**src/rtl/spi_pkg.sv**
```systemverilog
// -----------------------------------------------------------------------------
// spi_pkg
// Shared definitions for the SPI master slice.
//   spi_state_t           : frame-level FSM states
//   SPI_CPOL / SPI_CPHA   : SPI mode-0 clock polarity and phase
//   HALF_PERIODS_PER_BYTE : SCK half-periods making up one byte
// -----------------------------------------------------------------------------
package spi_pkg;

  typedef enum logic [2:0] {
    IDLE,
    SETUP,
    SHIFT,
    NEXT,
    INACTIVE
  } spi_state_t;

  localparam logic SPI_CPOL = 1'b0;
  localparam logic SPI_CPHA = 1'b0;

  localparam int unsigned HALF_PERIODS_PER_BYTE = 16;

endpackage

```
**src/rtl/spi_sck_gen.sv**
```systemverilog
// -----------------------------------------------------------------------------
// spi_sck_gen
// Half-bit timer and SCK generator for one byte.
// A start pulse launches a sequence of 17 half-periods: one leading low
// half-period (setup time for bit 7), then 8 high/low SCK periods.
// Ports:
//   clk, reset : clock and synchronous active-high reset
//   i_start    : one-cycle pulse, begin a byte on the next cycle
//   o_rise     : strobe, sck goes high on the next cycle
//   o_fall     : strobe, sck goes low on the next cycle
//   o_done     : strobe, last half-period of the byte is ending
//   o_sck      : SCK level (idle level is SPI_CPOL)
// -----------------------------------------------------------------------------
module spi_sck_gen
  import spi_pkg::*;
#(
  parameter int CLKS_PER_HALF_BIT = 2
) (
  input  logic clk,
  input  logic reset,
  input  logic i_start,
  output logic o_rise,
  output logic o_fall,
  output logic o_done,
  output logic o_sck
);

  localparam logic [7:0] CNT_MAX   = 8'(CLKS_PER_HALF_BIT - 1);
  localparam logic [4:0] LAST_HALF = 5'(HALF_PERIODS_PER_BYTE);

  logic       r_active;
  logic [7:0] r_cnt;
  logic [4:0] r_half;
  logic       r_sck;
  logic       w_tick;

  // Half-period 0 is the leading low phase, so even indices end in a rise,
  // odd indices end in a fall, and index 16 closes the byte.
  assign w_tick = r_active && (r_cnt == CNT_MAX);
  assign o_rise = w_tick && !r_half[0] && (r_half != LAST_HALF);
  assign o_fall = w_tick && r_half[0];
  assign o_done = w_tick && (r_half == LAST_HALF);
  assign o_sck  = r_sck ^ SPI_CPOL;

  always_ff @(posedge clk) begin
    if (reset) begin
      r_active <= 1'b0;
      r_cnt    <= 8'd0;
      r_half   <= 5'd0;
      r_sck    <= 1'b0;
    end else begin
      if (i_start) begin
        r_active <= 1'b1;
        r_cnt    <= 8'd0;
        r_half   <= 5'd0;
      end else if (w_tick) begin
        r_cnt  <= 8'd0;
        r_half <= r_half + 5'd1;
        if (r_half == LAST_HALF) begin
          r_active <= 1'b0;
        end
      end else if (r_active) begin
        r_cnt <= r_cnt + 8'd1;
      end

      if (o_rise) begin
        r_sck <= 1'b1;
      end else if (o_fall) begin
        r_sck <= 1'b0;
      end
    end
  end

endmodule

```
**src/rtl/spi_master.sv**
```systemverilog
// -----------------------------------------------------------------------------
// spi_master
// Mode-0 SPI master with byte streaming: bytes are accepted over a
// valid/ready handshake and cs_n stays low until a byte marked tx_last
// completes, after which cs_n is held high for CS_INACTIVE_CLKS cycles.
// Ports:
//   clk, reset         : clock and synchronous active-high reset
//   tx_byte/tx_valid/
//   tx_last/tx_ready   : transmit handshake, tx_last ends the frame
//   rx_byte/rx_valid   : received byte with a one-cycle valid pulse
//   byte_count         : bytes completed in the current frame (wraps)
//   busy               : FSM is not IDLE
//   sck/cs_n/mosi/miso : SPI bus
// -----------------------------------------------------------------------------
module spi_master
  import spi_pkg::*;
#(
  parameter int CLKS_PER_HALF_BIT = 2,
  parameter int CS_INACTIVE_CLKS  = 4
) (
  input  logic       clk,
  input  logic       reset,
  input  logic [7:0] tx_byte,
  input  logic       tx_valid,
  input  logic       tx_last,
  output logic       tx_ready,
  output logic [7:0] rx_byte,
  output logic       rx_valid,
  output logic [7:0] byte_count,
  output logic       busy,
  output logic       sck,
  output logic       cs_n,
  output logic       mosi,
  input  logic       miso
);

  localparam logic [7:0] INACT_MAX = 8'(CS_INACTIVE_CLKS - 1);

  spi_state_t r_state;
  spi_state_t w_nextState;

  logic [7:0] r_txShift;
  logic [7:0] r_rxShift;
  logic [7:0] r_rxByte;
  logic [7:0] r_byteCount;
  logic [7:0] r_inactCnt;
  logic       r_last;
  logic       r_rxValid;

  logic w_accept;
  logic w_rise;
  logic w_fall;
  logic w_done;
  logic w_sck;
  logic w_sample;
  logic w_advance;
  logic w_frameActive;

  spi_sck_gen #(
    .CLKS_PER_HALF_BIT(CLKS_PER_HALF_BIT)
  ) u_sck_gen (
    .clk    (clk),
    .reset  (reset),
    .i_start(w_accept),
    .o_rise (w_rise),
    .o_fall (w_fall),
    .o_done (w_done),
    .o_sck  (w_sck)
  );

  assign tx_ready      = (r_state == IDLE) || (r_state == NEXT);
  assign w_accept      = tx_valid && tx_ready;
  assign w_frameActive = (r_state == SETUP) || (r_state == SHIFT) || (r_state == NEXT);

  // Mode 0 samples on the leading edge and shifts on the trailing edge.
  assign w_sample  = (SPI_CPHA == 1'b0) ? w_rise : w_fall;
  assign w_advance = (SPI_CPHA == 1'b0) ? w_fall : w_rise;

  // Gating sck by the frame keeps it at idle level whenever cs_n is high.
  assign cs_n       = !w_frameActive;
  assign sck        = w_frameActive ? w_sck : SPI_CPOL;
  assign mosi       = w_frameActive ? r_txShift[7] : 1'b0;
  assign busy       = (r_state != IDLE);
  assign rx_byte    = r_rxByte;
  assign rx_valid   = r_rxValid;
  assign byte_count = r_byteCount;

  always_ff @(posedge clk) begin
    if (reset) begin
      r_state <= IDLE;
    end else begin
      r_state <= w_nextState;
    end
  end

  // SETUP ends on the first rise strobe; a byte accepted in NEXT skips SETUP
  // because the sck generator supplies the same leading low half-period.
  always_comb begin
    w_nextState = r_state;
    case (r_state)
      IDLE:     if (w_accept) w_nextState = SETUP;
      SETUP:    if (w_rise)   w_nextState = SHIFT;
      SHIFT:    if (w_done)   w_nextState = r_last ? INACTIVE : NEXT;
      NEXT:     if (w_accept) w_nextState = SHIFT;
      INACTIVE: if (r_inactCnt == INACT_MAX) w_nextState = IDLE;
      default:  w_nextState = IDLE;
    endcase
  end

  // Datapath: the byte and its last flag are latched at acceptance so later
  // changes on the inputs cannot disturb a byte in flight.
  always_ff @(posedge clk) begin
    if (reset) begin
      r_txShift   <= 8'd0;
      r_rxShift   <= 8'd0;
      r_rxByte    <= 8'd0;
      r_byteCount <= 8'd0;
      r_inactCnt  <= 8'd0;
      r_last      <= 1'b0;
      r_rxValid   <= 1'b0;
    end else begin
      r_rxValid <= w_done;

      if (w_accept) begin
        r_txShift <= tx_byte;
        r_last    <= tx_last;
      end else if (w_advance) begin
        r_txShift <= {r_txShift[6:0], 1'b0};
      end

      if (w_sample) begin
        r_rxShift <= {r_rxShift[6:0], miso};
      end

      if (w_done) begin
        r_rxByte    <= r_rxShift;
        r_byteCount <= r_byteCount + 8'd1;
      end else if (w_accept && (r_state == IDLE)) begin
        r_byteCount <= 8'd0;
      end

      if (w_done) begin
        r_inactCnt <= 8'd0;
      end else if (r_state == INACTIVE) begin
        r_inactCnt <= r_inactCnt + 8'd1;
      end
    end
  end

endmodule

```
**config.mk**
```make
export PLATFORM = sky130hd
export DESIGN_NAME = spi_master
export DESIGN_NICKNAME = d
export VERILOG_FILES = /design/src/rtl/spi_pkg.sv /design/src/rtl/spi_sck_gen.sv /design/src/rtl/spi_master.sv
export SDC_FILE = /design/constraint.sdc
export NUM_CORES = 1
export LEC_CHECK = 0
export ABC_AREA = 1
export BUFFER_PORTS_ARGS = -buffer_cell sky130_fd_sc_hd__buf_2
export CAP_MARGIN = 20
export CELL_PAD_IN_SITES_DETAIL_PLACEMENT = 0
export CELL_PAD_IN_SITES_GLOBAL_PLACEMENT = 1
export CORE_ASPECT_RATIO = 0.9
export CORE_MARGIN = 5
export CORE_UTILIZATION = 44
export CTS_BUF_LIST = sky130_fd_sc_hd__clkbuf_4 sky130_fd_sc_hd__clkbuf_8
export CTS_CLUSTER_DIAMETER = 40
export DETAILED_ROUTE_END_ITERATION = 6
export PLACE_DENSITY_LB_ADDON = 0.1
export SETUP_SLACK_MARGIN = 0.3
export SLEW_MARGIN = 20
export SYNTH_ARGS = -nofsm -noshare
export SYNTH_HDL_FRONTEND = slang
export SYNTH_SLANG_ARGS = --single-unit
```
**constraint.sdc**
```tcl
create_clock -name clk -period 2.1 [get_ports clk]
set_input_delay 0.42 -clock clk [delete_from_list [all_inputs] [get_ports clk]]
set_output_delay 0.42 -clock clk [all_outputs]
set_load 0.05 [all_outputs]
```
# After elaboration in Yosys (flattened, before gate mapping)
# Cells that the tools add are included.
# totals
ff_bits	60
latchBits	0
ram_bits	0
romBits	0
output_inout_bits	22
wordCells	71
mem_count	0
# classes
add_sub_neg	4
n_mul	0
div	0
order_cmp	0
n_eq_ne	13
n_shift	0
mux	18
n_bitwise	0
reduce_logical	24
# ops
op	n
$mux W8	4
$add A8 B1 Y8 const B	3
$mux W3	6
$pmux W3 S5	1
$reduce_bool A2 Y1	5
$eq A8 B1 Y1 const B	1
$eq A8 B2 Y1 const B	1
$ne A2 B2 Y1 const B	4
$logic_and A1 B1 Y1	7
$mux W1	7
$eq A3 B2 Y1 const B	2
$add A5 B1 Y5 const B	1
$eq A5 B5 Y1 const B	1
$ne A5 B5 Y1 const B	1
$reduce_and A5 Y1	1
$reduce_or A2 Y1	2
$eq A3 B1 Y1 const B	1
$eq A3 B3 Y1 const B	1
$logic_not A3 Y1	1
$logic_or A1 B1 Y1	3
$reduce_bool A3 Y1	1
$reduce_or A3 Y1	1
$logic_not A1 Y1	2
$ne A2 B1 Y1 const B	1
$reduce_and A2 Y1	1

# Longest topological paths before layout
# depth
word_depth	6
mapped_depth	12

# Modules after synthesis
# A second synthesis with hierarchy kept.
# hier_totals
hier_cells	388
hier_area_um2	2900.3
# modules_own_cells
module	n_inst	cells_per_inst	area_per_inst_um2	seq_area_each_um2
spi_master	1	265	2008.2	900.9
spi_sck_gen	1	123	892.1	300.3

# Least setup slack after synthesis
# No wires, ideal clock.
# synth_path
path_kind	flip-flop to output port
startpoint	register r_state[2]
endpoint	output mosi
arrival_ns	1.801
required_time_ns	1.680
setup_slack_ns	-0.121
path_stages_with_launch	6
n_path_buf	0
path_cell_list	dfxtp_1 inv_2 nand3_1 inv_1 nor2_1 nor2_1
# synth_via
elab_chain_len	4
elab_cells_between_ends	6
# synth_rtl
item	line	source
start, declared	spi_master.sv:39	spi_state_t r_state;
start signal, assigned	spi_master.sv:92	r_state <= w_nextState;
$eq A3 B1 Y1 / $eq A3 B2 Y1 (equally long branches)	spi_master.sv:73	assign w_frameActive = (r_state == SETUP) || (r_state == SHIFT) || (r_state == NEXT);
$logic_or A1 B1 Y1	spi_master.sv:73	
$logic_or A1 B1 Y1 (*)	spi_master.sv:73	
$mux W1 (*)	spi_master.sv:82	assign mosi = w_frameActive ? r_txShift[7] : 1'b0;
end, declared	spi_master.sv:33	output logic mosi,
# Every way passes the cells marked *; elsewhere a longest branch is shown, timed or not.

# Worst setup path after layout
# layout_path
startpoint	register r_state[2]
endpoint	output sck
# layout_via
elab_chain_len	4
elab_cells_between_ends	6
# layout_rtl
item	line	source
$eq A3 B1 Y1 / $eq A3 B2 Y1 (equally long branches)	spi_master.sv:73	
$logic_or A1 B1 Y1	spi_master.sv:73	
$logic_or A1 B1 Y1 (*)	spi_master.sv:73	
$mux W1 (*)	spi_master.sv:81	assign sck = w_frameActive ? w_sck : SPI_CPOL;
end, declared	spi_master.sv:31	output logic sck,
# Marks and branches as above.

==> metrics.md <==
| Metric | Value |
|---|---|
| Status | completed |
| Die ar. | a little over 0.008 mm^2 |
| Layout cells sized above 1 | between 20 and 30% |
| Setup TNS | 0 ns |
| Vias after detailed routing | between 2000 and 2500 |
| Iter 0 DRT Violations | 70 |
| Crit. End Element | output port |
| CP Class | register to output port |
| Max_slew headroom | about 80% |
| Mean cell area of the mapped netlist | roughly 7.6 um^2 |
| Slew Limit Fails | 0 |
| Clock Skews | about 0.010 ns |
| Latest clock arrival within the worst-skew pair | 0.34 ns |
| Largest cells by area after synthesis | dfxtp_1 42%, nand2_1 8.9%, a21oi_1 6.0% |
| Hold Violations, Final | 0 |
| Hold Crit Class | input port to register |
| Floorplan core area | about 0.0062 mm^2 |
| Worst path required time | between 1.5 and 2 ns |
| DRC | 0 |
| CTS tree | yes |
| Seq cells post-synth | 60 |
| Die Ht | between 80 and 90 um |
| Number of buffers created by CTS | 9 |
| Detail Route Antenna Nets | 0 |
| Most common cell after layout, fill and taps aside | nand2_1 |
| Tot Pwr | about 3400 uW |
| Critical path startpoint category | register |
| Max frequency | 578 MHz |
| Syn Inst Count | around 370 |
| Max_cap viols | 0 |
| Final min period | about 1.7 ns |
| Clk buf depth | 2 |
| Vias in the first global route | 2217 |
| Drt wl/cell | about 12 um |
| Initial Util | 45.9% |
| Die X | 94.7 um |
| First-pass GRT wire length | about 10 mm |
| Post-CTS Hold Fix Bufs | 0 |
| Dpl hpwl | approximately 4.3 mm |
| Synthesized Nets | a little under 400 |
| I/O pin cnt | 35 |
| Layout area overhead | 18.7% |
| Post-synth cell types | 42 |
| Leakage Power | roughly 0.0014 uW |
| CTS sink cnt | 60 |
| Worst vdd ir | around 620 uV |
| Antenna violations before repair | 0 |
| PortBufs | 34 |
| Clock root buffer master | clkbuf_8 |
| Final critical-path share of the clock period | between 80% and 90% |
| Power Density | about 1000 mW/mm^2 |
| YS warnings | 0 |
| Worst hold slack | around 0.34 ns |
| Placer Congestion | ~0.79 |
| Clock transition at path regs | around 0.07 ns |
| Synth area leader | dfxtp_1 |
| Total wire length | 6.12 mm |
| RSZ-0062 raised after global routing | true |
| Largest net degree at the start of global routing | 22 |
| Total GRT Usage | about 16% |
| Worst EP arrival | 1.31 ns |
| Worst-path fanout max | 5 |
| Vias per cell | 4.78 |
| Synthesized area | roughly 0.0028 mm^2 |
| Nets | ~440 |
| Yosys top cell area share | around 42% |
| Row Count | 27 |
| DRT Pass-1 Iters | 4 |
| Worst-margin pin slew | about 0.32 ns |
| GR Overflow Total | 0 |
| H-tree Lvls | 3 |
| # diodes | 0 |
| Final Setup Violations | 0 |
| Seq/Total Area, Yosys | between 40% and 50% |
| Commonest cells after routing, fill and taps aside | 67 x nand2_1, 57 x dfxtp_1, 38 x inv_1 |
| Fin util | between 50% and 60% |
-- cell usage after synthesis, drive strengths merged --
cell	n
o21ai	26
o22ai	1
nor3	8
clkbuf	2
nor2	46
a21oi	35
ha	6
a211oi	2
nand4	6
xor2	5
nand3	28
nand3b	1
o21bai	1
nand2	80
o211ai	1
inv	49
dfxtp	60
and2	2
or2	4
nand2b	1
nor3b	3
buf	5
-- worst paths after layout --
check | cells after the start | slack [ns] | to | start
max | 6 | 0.37 | sck | r_state[2]
min reg2reg | 2 | 0.46 | r_txShift[4] | r_txShift[4]
min | 3 | 0.34 | r_txShift[0] | tx_byte[0]
max reg2reg | 11 | 0.45 | r_txShift[3] | u_sck_gen.r_cnt[1]
-- report_power, final --
group,total (uW),switching [uW],internal [uW]
Combinational,1130,773,356
Sequential,1340,99.3,1240
Clock,895,458,437
-- worst max-delay path, cell delays in order (launching register included) --
cell	delay, ns
dfxtp_4	0.38
inv_4	0.09
nand3_2	0.09
inv_2	0.10
nor2_4	0.05
nor2_2	0.10
buf_6	0.16
-- per-layer routing --
layer  track usage, %  share of wire (%)  vias to the layer above
li1                 -                  -                     1306
met1             21.2                 50                     1086
met2             22.8                 44                       40
met3             5.99                4.5                       13
met4             4.98                1.7                        0
met5                0                  0                        -
-- logic make-up (layout without fill, tap and decap cells) --
family	after synthesis	in the layout	share of synthesized area, %
buffers and inverters	56	108	8.41
XOR/XNOR	5	5	1.54
AND/OR/NAND/NOR	179	180	33.0
flip-flops	60	60	42.3
adder cells (fa/ha/maj)	6	6	2.64
AO/OA/AOI/OAI	66	66	12.2
-- registers in the layout (all words and copies together) (netlist names) --
signal,cells
byte_count,8
r_inactCnt,8
r_rxShift,8
r_txShift,8
rx_byte,8
u_sck_gen.r_cnt,8
u_sck_gen.r_half,5
r_state,3
r_last,1
rx_valid,1
u_sck_gen.o_sck,1
u_sck_gen.r_active,1
-- final cells by class --
type | count | area, um^2
Multi-Input combinational cell | 257 | 1440
Clock inverter | 6 | 41.3
Sequential cell | 60 | 1210
Inverter | 49 | 191
Timing Repair Buffer | 43 | 256
Clock buffer | 10 | 131
Tap cell | 87 | 109
Fill cell | 635 | 2810
-- what timing repair did --
item / 4_1_cts / 5_1_grt
endpoints found under the setup margin: 3 / 23
pin swaps: 0 / 2
buffers inserted: 0 / 7
gates resized for setup: 12 / 8
gates cloned: 0 / 1
-- through the flow --
stage               instances  area (um^2)  worst slack [ns]
floorplan                 372         2840             0.187
global placement          488         3090             0.437
detailed placement        488         3090             0.364
CTS                       504         3290             0.307
global route              512         3370             0.274
finish                    512         3370             0.371
Power figures use the tool's default switching activity.
